<file path="src/rtl/cache_arbiter.sv">
// Arbitrates icache line fills and dcache fills/writebacks onto one 4-beat, 64-bit memory port.
// Optional feature: define ARB_ROUND_ROBIN_EN to alternate grants when both caches are pending.
module cache_arbiter #(
  parameter int BEATS = 4
) (
  input  logic         clk,
  input  logic         rst,
  input  logic         i_read,
  input  logic [31:0]  i_address,
  output logic [255:0] i_rdata,
  output logic         i_resp,
  input  logic         d_read,
  input  logic         d_write,
  input  logic [31:0]  d_address,
  input  logic [255:0] d_wdata,
  output logic [255:0] d_rdata,
  output logic         d_resp,
  output logic         mem_read,
  output logic         mem_write,
  output logic [31:0]  mem_address,
  output logic [63:0]  mem_wdata,
  input  logic [63:0]  mem_rdata,
  input  logic         mem_resp
);

  typedef enum logic [2:0] {IDLE, I_READ, D_READ, D_WRITE, DONE} state_t;
  typedef enum logic {OWN_I, OWN_D} owner_t;

  localparam logic [1:0] LAST_BEAT = 2'(BEATS - 1);

  state_t         state_q, state_d;
  owner_t         owner_q, owner_d;
  logic [1:0]     cnt_q, cnt_d;
  logic [31:0]    addr_q, addr_d;
  logic [255:0]   wdata_q, wdata_d;
  logic [255:0]   line_q, line_d;
  logic           grant_d_side;
  logic [7:0]     beat_base;
  logic           unused_addr_bits;

`ifdef ARB_ROUND_ROBIN_EN
  // Side served by the most recent completed grant; reset value makes dcache win first.
  owner_t         last_q, last_d;
`endif

  // Line-offset bits are cleared on grant, so they never reach any logic.
  assign unused_addr_bits = ^{i_address[4:0], d_address[4:0]};

  assign beat_base = {cnt_q, 6'b0};

`ifdef ARB_ROUND_ROBIN_EN
  assign grant_d_side = (d_read | d_write) & (~i_read | (last_q == OWN_I));
`else
  assign grant_d_side = d_read | d_write;
`endif

  // NOTE: every combinational output and next-state gets a default first, so no path
  // through the case statement can leave a value unassigned and infer a latch.
  always_comb begin
    state_d   = state_q;
    owner_d   = owner_q;
    cnt_d     = cnt_q;
    addr_d    = addr_q;
    wdata_d   = wdata_q;
    line_d    = line_q;
    mem_read  = 1'b0;
    mem_write = 1'b0;
    i_resp    = 1'b0;
    d_resp    = 1'b0;
`ifdef ARB_ROUND_ROBIN_EN
    last_d    = last_q;
`endif

    unique case (state_q)
      IDLE: begin
        if (grant_d_side) begin
          owner_d = OWN_D;
          addr_d  = {d_address[31:5], 5'b0};
          line_d  = '0;
          cnt_d   = '0;
          if (d_write) begin
            state_d = D_WRITE;
            wdata_d = d_wdata;
          end else begin
            state_d = D_READ;
          end
        end else if (i_read) begin
          owner_d = OWN_I;
          addr_d  = {i_address[31:5], 5'b0};
          line_d  = '0;
          cnt_d   = '0;
          state_d = I_READ;
        end
      end

      I_READ, D_READ: begin
        mem_read = 1'b1;
        if (mem_resp) begin
          line_d[beat_base +: 64] = mem_rdata;
          if (cnt_q == LAST_BEAT) begin
            cnt_d   = '0;
            state_d = DONE;
          end else begin
            cnt_d = cnt_q + 2'd1;
          end
        end
      end

      D_WRITE: begin
        mem_write = 1'b1;
        if (mem_resp) begin
          if (cnt_q == LAST_BEAT) begin
            cnt_d   = '0;
            state_d = DONE;
          end else begin
            cnt_d = cnt_q + 2'd1;
          end
        end
      end

      DONE: begin
        i_resp  = (owner_q == OWN_I);
        d_resp  = (owner_q == OWN_D);
        state_d = IDLE;
`ifdef ARB_ROUND_ROBIN_EN
        last_d  = owner_q;
`endif
      end

      default: state_d = IDLE;
    endcase
  end

  // NOTE: state registers use non-blocking assignments so every flop samples the
  // pre-edge values of the others; blocking here would create order-dependent races.
  always_ff @(posedge clk) begin
    if (rst) begin
      state_q <= IDLE;
      owner_q <= OWN_I;
      cnt_q   <= '0;
      addr_q  <= '0;
      // NOTE: the line and write buffers are plain registers, not a RAM, so they are
      // reset to keep returned data and mem_wdata deterministic after reset.
      wdata_q <= '0;
      line_q  <= '0;
`ifdef ARB_ROUND_ROBIN_EN
      last_q  <= OWN_I;
`endif
    end else begin
      state_q <= state_d;
      owner_q <= owner_d;
      cnt_q   <= cnt_d;
      addr_q  <= addr_d;
      wdata_q <= wdata_d;
      line_q  <= line_d;
`ifdef ARB_ROUND_ROBIN_EN
      last_q  <= last_d;
`endif
    end
  end

  assign mem_address = addr_q;
  assign mem_wdata   = (state_q == D_WRITE) ? wdata_q[beat_base +: 64] : 64'd0;
  // Returned line stays visible to its owner until the next grant clears the buffer.
  assign i_rdata     = (owner_q == OWN_I) ? line_q : '0;
  assign d_rdata     = (owner_q == OWN_D) ? line_q : '0;

endmodule

</file>
<file path="config.mk">
export PLATFORM = sky130hd
export DESIGN_NAME = cache_arbiter
export DESIGN_NICKNAME = d
export VERILOG_FILES = /design/src/rtl/cache_arbiter.sv
export SDC_FILE = /design/constraint.sdc
export NUM_CORES = 1
export LEC_CHECK = 0
export CORE_AREA = 2 2 387 389
export DETAILED_ROUTE_END_ITERATION = 12
export DIE_AREA = 0 0 389 391
export GPL_TIMING_DRIVEN = 0
export PLACE_DENSITY_LB_ADDON = 0.1
export SKIP_LAST_GASP = 1
export SYNTH_ARGS = -nofsm -noshare
export SYNTH_HDL_FRONTEND = slang
export SYNTH_SLANG_ARGS = --single-unit
</file>
<file path="constraint.sdc">
create_clock -name clk -period 6.2 [get_ports clk]
set_input_delay 1.24 -clock clk [delete_from_list [all_inputs] [get_ports clk]]
set_output_delay 1.24 -clock clk [all_outputs]
set_load 0.02 [all_outputs]
</file>
After elaboration in Yosys (flattened, before gate mapping)
Index checks and enable logic that the tools add are counted.
{ "classes": {"addsub": 2, "n_eq_ne": 9, "shifts": 3, "muxes": 27, "bitwise_logic": 2, "reduce_logical": 11} }
{ "op_table": {"columns": ["cell", "n"], "rows": [
  ["$mux 256", 5],
  ["$pmux 256 s2", 1],
  ["$bwmux 256", 1],
  ["$shift 64x10->256 const A", 1],
  ["$shiftx 256x9->64", 1],
  ["$shiftx 64x10->256", 1],
  ["$mux 32", 2],
  ["$mux 64", 1],
  ["$mux 3", 4],
  ["$reduce_and 3->1", 4],
  ["$neg 8->10", 1],
  ["$mux 2", 4],
  ["$mux 1", 7],
  ["$eq 3x2->1 const B", 2],
  ["$pmux 3 s2", 1],
  ["$reduce_bool 2->1", 3],
  ["$ne 2x1->1 const B", 2],
  ["$pmux 2 s2", 1],
  ["$eq 3x1->1 const B", 1],
  ["$eq 3x3->1 const B", 1],
  ["$logic_not 3->1", 1],
  ["$ne 3x3->1 const B", 1],
  ["$reduce_or 3->1", 1],
  ["$add 2x1->2 const B", 1],
  ["6 further kinds", 6]
]} }
{ "word_totals": {"register_bits": 550, "inputBits": 390, "word_cells": 60} }

Logic depth before layout (Yosys ltp)
Gate-level depths: netlist of the first run.
{ "depth": {"depth_word": 5, "depth_mapped": 9} }

Least setup slack after synthesis of the first run
No wires, ideal clock.
{ "synth_path": {"kind": "reg-to-output", "start": "register cnt_q[0]", "end": "output mem_wdata[36]", "arrival_ns": 1.816, "t_required_ns": 4.960, "slack_ns": 3.144, "stages_incl_launch_ff": 6, "path_buffers": 3, "cell_sequence": "dfxtp_1 -> buf_2 -> buf_2 -> buf_2 -> mux4_2 -> nor2b_1"} }
{ "synth_via": {"elab_chain_cells": 2} }
{ "synth_lines": {"columns": ["element", "line", "text"], "rows": [
  ["from (decl)", "33", "logic [1:0] cnt_q, cnt_d;"],
  ["from (signal assigned)", "152", "cnt_q <= cnt_d;"],
  ["$shiftx 256x9->64", "163", "assign mem_wdata = (state_q == D_WRITE) ? wdata_q[beat_base +: 64] : 64'd0;"],
  ["$mux 64", "163", null],
  ["to (decl)", "21", "output logic [63:0] mem_wdata,"]
]} }
Every way passes these cells.

Worst setup path after layout of the first run
{ "layout_path": {"start": "register owner_q", "end": "output d_rdata[149]"} }
{ "layout_via": {"elab_chain_cells": 1} }
{ "layout_lines": {"columns": ["element", "line", "text"], "rows": [
  ["from (decl)", "32", "owner_t owner_q, owner_d;"],
  ["from (signal assigned)", "151", "owner_q <= owner_d;"],
  ["$mux 256", "166", "assign d_rdata = (owner_q == OWN_D) ? line_q : '0;"],
  ["to (decl)", "16", "output logic [255:0] d_rdata,"]
]} }
Every way passes these cells.

==> results of run 1 <==
[kinds of logic after synthesis]
family                   synth area share (%)
AND/OR/NAND/NOR                          30.4
flip-flops                               42.2
AO/OA/AOI/OAI                            8.92
buffers and inverters                    4.99
multiplexers                             13.1
adder cells (fa/ha/maj)                 0.291
XOR/XNOR                                0.126
other                                  0.0145
[tightest hold or removal path: cells and delay by family, from the launching register on]
family | cells | cell delay, ns
simple gates | 1 | 0.05
flops | 1 | 0.30
compound gates | 1 | 0.05
[sequential cells by signal (all words and copies together) (netlist names)]
name,flops
line_q,256
wdata_q,256
mem_address,27
state_q,3
cnt_q,2
owner_q,1
[synth_stat cells (3+ instances only)]
| cell type | instances |
|---|---|
| mux2i_1 | 193 |
| nand3_1 | 6 |
| a21oi_1 | 260 |
| nand2_1 | 931 |
| dfxtp_1 | 545 |
| clkbuf_1 | 183 |
| and2_1 | 257 |
| buf_2 | 43 |
| nor2b_1 | 384 |
| buf_6 | 14 |
| a311oi_1 | 27 |
| ha_1 | 6 |
| mux4_2 | 64 |
| nor3_1 | 4 |
| o21ai_0 | 30 |
| nor2_4 | 3 |
| inv_1 | 6 |
| nor2_1 | 31 |
| buf_4 | 26 |
| a22o_1 | 63 |
[routing by layer]
metal	up-vias	share of wire (%)	track usage (%)	routed length (um)
li1	12245	-	-	-
met1	12236	39	22.1	61900
met2	811	51	36.7	80100
met3	196	7.2	6.15	11300
met4	54	2.2	5.00	3460
met5	-	0.22	0	350
[worst paths after layout]
| path | startpoint | to | slack (ns) | cells past startpoint |
|---|---|---|---|---|
| worst max-delay path | owner_q | d_rdata[149] | 0.38 | 5 |
| worst max register to register | cnt_q[1] | line_q[153] | 1.75 | 10 |
| worst min-delay path | wdata_q[195] | wdata_q[195] | 0.45 | 2 |
| worst min register to register | wdata_q[195] | wdata_q[195] | 0.45 | 2 |
[power by group through the flow]
| stage | Sequential, mW | Combinational, mW | Clock, mW |
|---|---|---|---|
| floorplan | 3.94 | 1.43 | 0 |
| global placement | 3.97 | 2.68 | 0 |
| detailed placement | 3.98 | 2.68 | 0 |
| CTS | 3.90 | 2.68 | 4.45 |
| global route | 3.92 | 2.80 | 4.57 |
| finish | 3.90 | 2.61 | 4.32 |
[metrics by stage]
stage	cells	cell area [sq um]
2_1_floorplan	3105	25800
3_3_place_gp	6035	38100
5_1_grt	6166	40600
6_report	6175	40600
4_1_cts	6162	40600
3_5_place_dp	6038	38200
[layout make-up]
class / instances / area [sq um] / share of cell area [%]
Sequential cell: 545 / 10900 / 26.9
Multi-Input combinational cell: 2285 / 13700 / 33.6
Timing Repair Buffer: 990 / 9930 / 24.4
Clock buffer: 110 / 2210 / 5.44
Tap cell: 1944 / 2430 / 5.99
Inverter: 7 / 26.3 / 0.0647
Antenna cell: 12 / 30.0 / 0.0740
Clock inverter: 14 / 153 / 0.376
Buffer: 268 / 1260 / 3.11
==> metrics.txt, run 1 <==
Mean Syn Cell Area=roughly 8.3 sq um; Yosys top cell area share=between 40% and 50%; final WL=157000 um; PnR Total Power=10.8 mW; setup bufs post-CTS=0; GPL Wtd Cong=0.835; critical path class=reg -> out; worst hold slack=0.451 ns; power per cell area=267 nW/um^2; Sw Share=32.2%; synthesized flop and latch total=545; Final #Nets=~4600; Final Max Slew Viols=0; total of max-cap violations=0; status=completed; first-pass GRT wire length=212000 um; mapped cell area=25800 sq um; cell accounting for the most synthesized area=dfxtp_1; synth unique cells=42; RSZ-0062 raised after global routing=no; FP Rows=142; Die Footprint=152000 sq um; post-synthesis async set-or-reset flop share=0%; DIE WIDTH=389 um; CTS tree=yes; leading cell type in the layout, fill and taps excluded=clkdlybuf4s50_1; Worst path most repeated cell=clkbuf_1; chip height=391 um; Final min period=5.82 ns; fillcell total=around 16000; Post-CTS Resized=0; ratio of cells with drive above 1 in the final layout=6.42%; CTS max path bufs=3; clk_skew=about 0.020 ns; Worst slew margin=4.78%; gr ovfl total=0; internal power=7.34 mW; Detailed Place HPWL=127000 um; leakage power=14.5 nW; # clock sinks=545; synth top area cells=dfxtp_1, nand2_1, nor2b_1, mux2i_1, and2_1; TNS Setup=0 ns; CP Max Fanout=10; DR vias=25542; routed len/inst=~25 um; Mapped Cells=3101; part of the power in combinational logic=24.1%; fmax=172 MHz; fin crit share=93.9%; Post-CTS Hold Buffers=0; Startpoint Class=flip-flop; Setup crit end kind=output pin; Crit path required time=about 5.0 ns; Crit path buffers/inverters=4; Switching Power=~3.5 mW; via-per-instance ratio=4.14; number of synthesized flops with an enable pin=0; Top delay family on crit path=buffers and inverters; clock latency on the worst-skew pair=0.66 ns; largest net degree at the start of global routing=11; clock power share=39.9%; Worst VDD drop=0.142 mV; Iter 0 DRT Violations=~1100; final hold vios=0; Port Buffers=986; H-tree depth=3; Worst-path clk slew=0.06 ns; fin util=27.3%; clk root buf=clkbuf_16; Worst EP arrival=4.58 ns; vias in the first global route=26103; GRT Util Overall=around a fifth; ys flop type=dfxtp_1; Num CTS Buffers=73; critical path's slowest cell=clkbuf_1; I/O Pins=1002; crit-path cells=clkbuf_1 > clkbuf_1 > clkbuf_1 > and2_1 > clkdlybuf4s50_1; most frequent cells in the layout=clkdlybuf4s50_1, nand2_1, dfxtp_1; Yosys warning count=0; CP peak stage delay=1.11 ns; HP Class=reg -> reg; Area growth syn-to-layout=57.2%; dpl ws=0.924 ns; Sequential Power Share=36.0%; setup ws final=0.381 ns; Starting Density=17.4%; post-synthesis sequential area ratio=42.2%; Worst-Margin Slew=1.43 ns; Pre-antenna DRT Iters=5; DRC=0; initial antenna violation count=48; final antenna-violating net count=0; # setup viols final=0; core area=149000 sq um
Note: power is estimated with default switching activity, not from simulation.
==> run 2, diff against run 1 <==
Settings changed: ABC_AREA set to 1, CORE_AREA 2 2 387 389 to 2 2 386 388, DIE_AREA 0 0 389 391 to 0 0 388 390, HOLD_SLACK_MARGIN set to 0.06.
==> metrics.txt, run 2 <==
ys flop type=dfxtp_1; first-pass GRT wire length=248000 um (+17%); fmax=172 MHz (about the same); GRT Util Overall=23.0% (+3.0 points); synth cell count leaders=nand2_1, nor2_1, inv_1; critical path's slowest cell=clkbuf_1; post-synthesis async set-or-reset flop share=0% (unchanged); Worst-Margin Slew=1.37 ns (-0.0547 ns); Yosys warning count=0 (unchanged); critical path class=reg -> out; number of synthesized flops with an enable pin=0 (unchanged); chip height=390 um (-0.26%); ratio of cells with drive above 1 in the final layout=3.96% (-2.5 points); Worst-path clk slew=0.06 ns (about the same); cell accounting for the most synthesized area=dfxtp_1; setup ws final=0.384 ns (+0.00339 ns); worst hold slack=0.451 ns (+0.000114 ns); fin crit share=93.8% (about the same); largest net degree at the start of global routing=13 (+2); final hold vios=0 (unchanged); final WL=179000 um (+14%); leakage power=18.4 nW (+27%); dpl ws=0.971 ns (+0.0470 ns); Yosys top cell area share=39.1% (-3.1 points); CTS tree=yes; Crit path required time=4.96 ns (about the same); RSZ-0062 raised after global routing=no; I/O Pins=1002 (unchanged); clk_skew=0.0280 ns (+0.00784 ns); Area growth syn-to-layout=52.9%; DIE WIDTH=388 um (-0.26%); Crit path buffers/inverters=4 (unchanged); most frequent cells in the layout=clkdlybuf4s50_1, nand2_1, nor2_1; power per cell area=509 nW/um^2 (+91%); HP Class=reg -> reg; post-synthesis sequential area ratio=39.1% (-3.1 points); routed len/inst=23.4 um (-8.2%); clk root buf=clkbuf_16; Setup crit end kind=output pin; Worst EP arrival=4.58 ns (about the same); status=completed; Final Max Slew Viols=0 (unchanged); Top delay family on crit path=buffers and inverters; most common cell in the netlist=nand2_1; DR vias=32879 (+29%); Final #Nets=6076 (+33%); # setup viols final=0 (unchanged); synth unique cells=21 (-50%); Final min period=5.82 ns (-0.00339 ns); TNS Setup=0 ns (unchanged); Mapped Cells=4616 (+49%); vias in the first global route=32785 (+26%); PnR Total Power=21.7 mW (+100%); setup bufs post-CTS=0 (unchanged); Mean Syn Cell Area=6.04 sq um (-28%); CTS max path bufs=3 (unchanged); Iter 0 DRT Violations=1653 (+53%); Detailed Place HPWL=147000 um (+16%); synth top area cells=dfxtp_1, nand2_1, nor2_1, a21oi_1, inv_1; # clock sinks=545 (unchanged); H-tree depth=3 (unchanged); fillcell total=16792 (+3.1%); total of max-cap violations=0 (unchanged); initial antenna violation count=61 (+27%); FP Rows=141 (-0.70%); Die Footprint=151000 sq um (-0.51%); Num CTS Buffers=74 (+1.4%); CP Max Fanout=10 (unchanged); DRC=0 (unchanged); final antenna-violating net count=0 (unchanged); Port Buffers=984 (-0.20%); fin util=29.0% (+1.6 points); CP peak stage delay=1.07 ns (-0.04 ns); via-per-instance ratio=4.29 (+3.6%); clock latency on the worst-skew pair=0.67 ns (about the same); leading cell type in the layout, fill and taps excluded=clkdlybuf4s50_1; Post-CTS Resized=0 (unchanged); Worst path most repeated cell=clkbuf_1; synthesized flop and latch total=545 (unchanged); mapped cell area=27900 sq um (+7.9%); gr ovfl total=0 (unchanged); Worst VDD drop=0.178 mV (+25%); Starting Density=18.9% (+1.6 points); Post-CTS Hold Buffers=0 (unchanged); Worst slew margin=8.43% (+3.6 points); Startpoint Class=flip-flop; GPL Wtd Cong=0.863 (+3.4%); core area=147000 sq um (-0.94%); crit-path cells=clkbuf_1 > clkbuf_1 > clkbuf_1 > nor2_1 > clkdlybuf4s50_1; Pre-antenna DRT Iters=5 (unchanged)
run 2: logic make-up (layout without fill, tap and decap cells):
group | count (synthesis) | after routing | share of synthesized area, %
fa+ha+maj | 6 | 6 | 0.269
simple gates | 2077 | 2077 | 29.3
flops | 545 | 545 | 39.1
other cells | 1 | 17 | 0.0135
buf+inv | 1090 | 2199 | 15.1
compound gates | 897 | 897 | 16.1
run 2: power by group:
group	internal, mW	switching, mW
clock network	2.61	1.84
registers	4.57	0.688
logic	3.69	8.30
run 2: area by class of cell:
type                    count  area [sq um]  area share (%)
clock inverters            23           265           0.622
inverters                 729          2740            6.42
clock buffers             102          2170            5.09
repair buffers            984          9850            23.1
flip-flops and latches    545         10900            25.6
multi-input cells        2985         12800            29.9
diodes                     12          30.0          0.0704
plain buffers             361          1490            3.50
well taps                1930          2410            5.66
run 2: routing by layer:
metal	routed length (um)	track usage, %	up-vias
met2	90700	42.2	991
met4	3730	5.65	84
met1	71700	25.9	15310
met3	12500	6.51	243
met5	527	0	-
li1	-	-	16251
run 2: per-stage QoR:
stage	instance area, sq um	cells
4_1_cts	42600	7659
2_1_floorplan	27900	4620
3_3_place_gp	40200	7534
6_report	42600	7671
3_5_place_dp	40200	7534
5_1_grt	42600	7665
run 2: tightest hold or removal path, stage by stage (launching register included):
cell,delay [ns]
dfxtp_1,0.29
inv_1,0.06
a21oi_1,0.05
run 2: final timing paths:
check	slack, ns	cells after the start	end	from
max	0.38	5	i_rdata[215]	owner_q
min	0.45	2	wdata_q[110]	wdata_q[110]
max reg2reg	1.18	11	line_q[242]	cnt_q[0]
min reg2reg	0.45	2	wdata_q[110]	wdata_q[110]
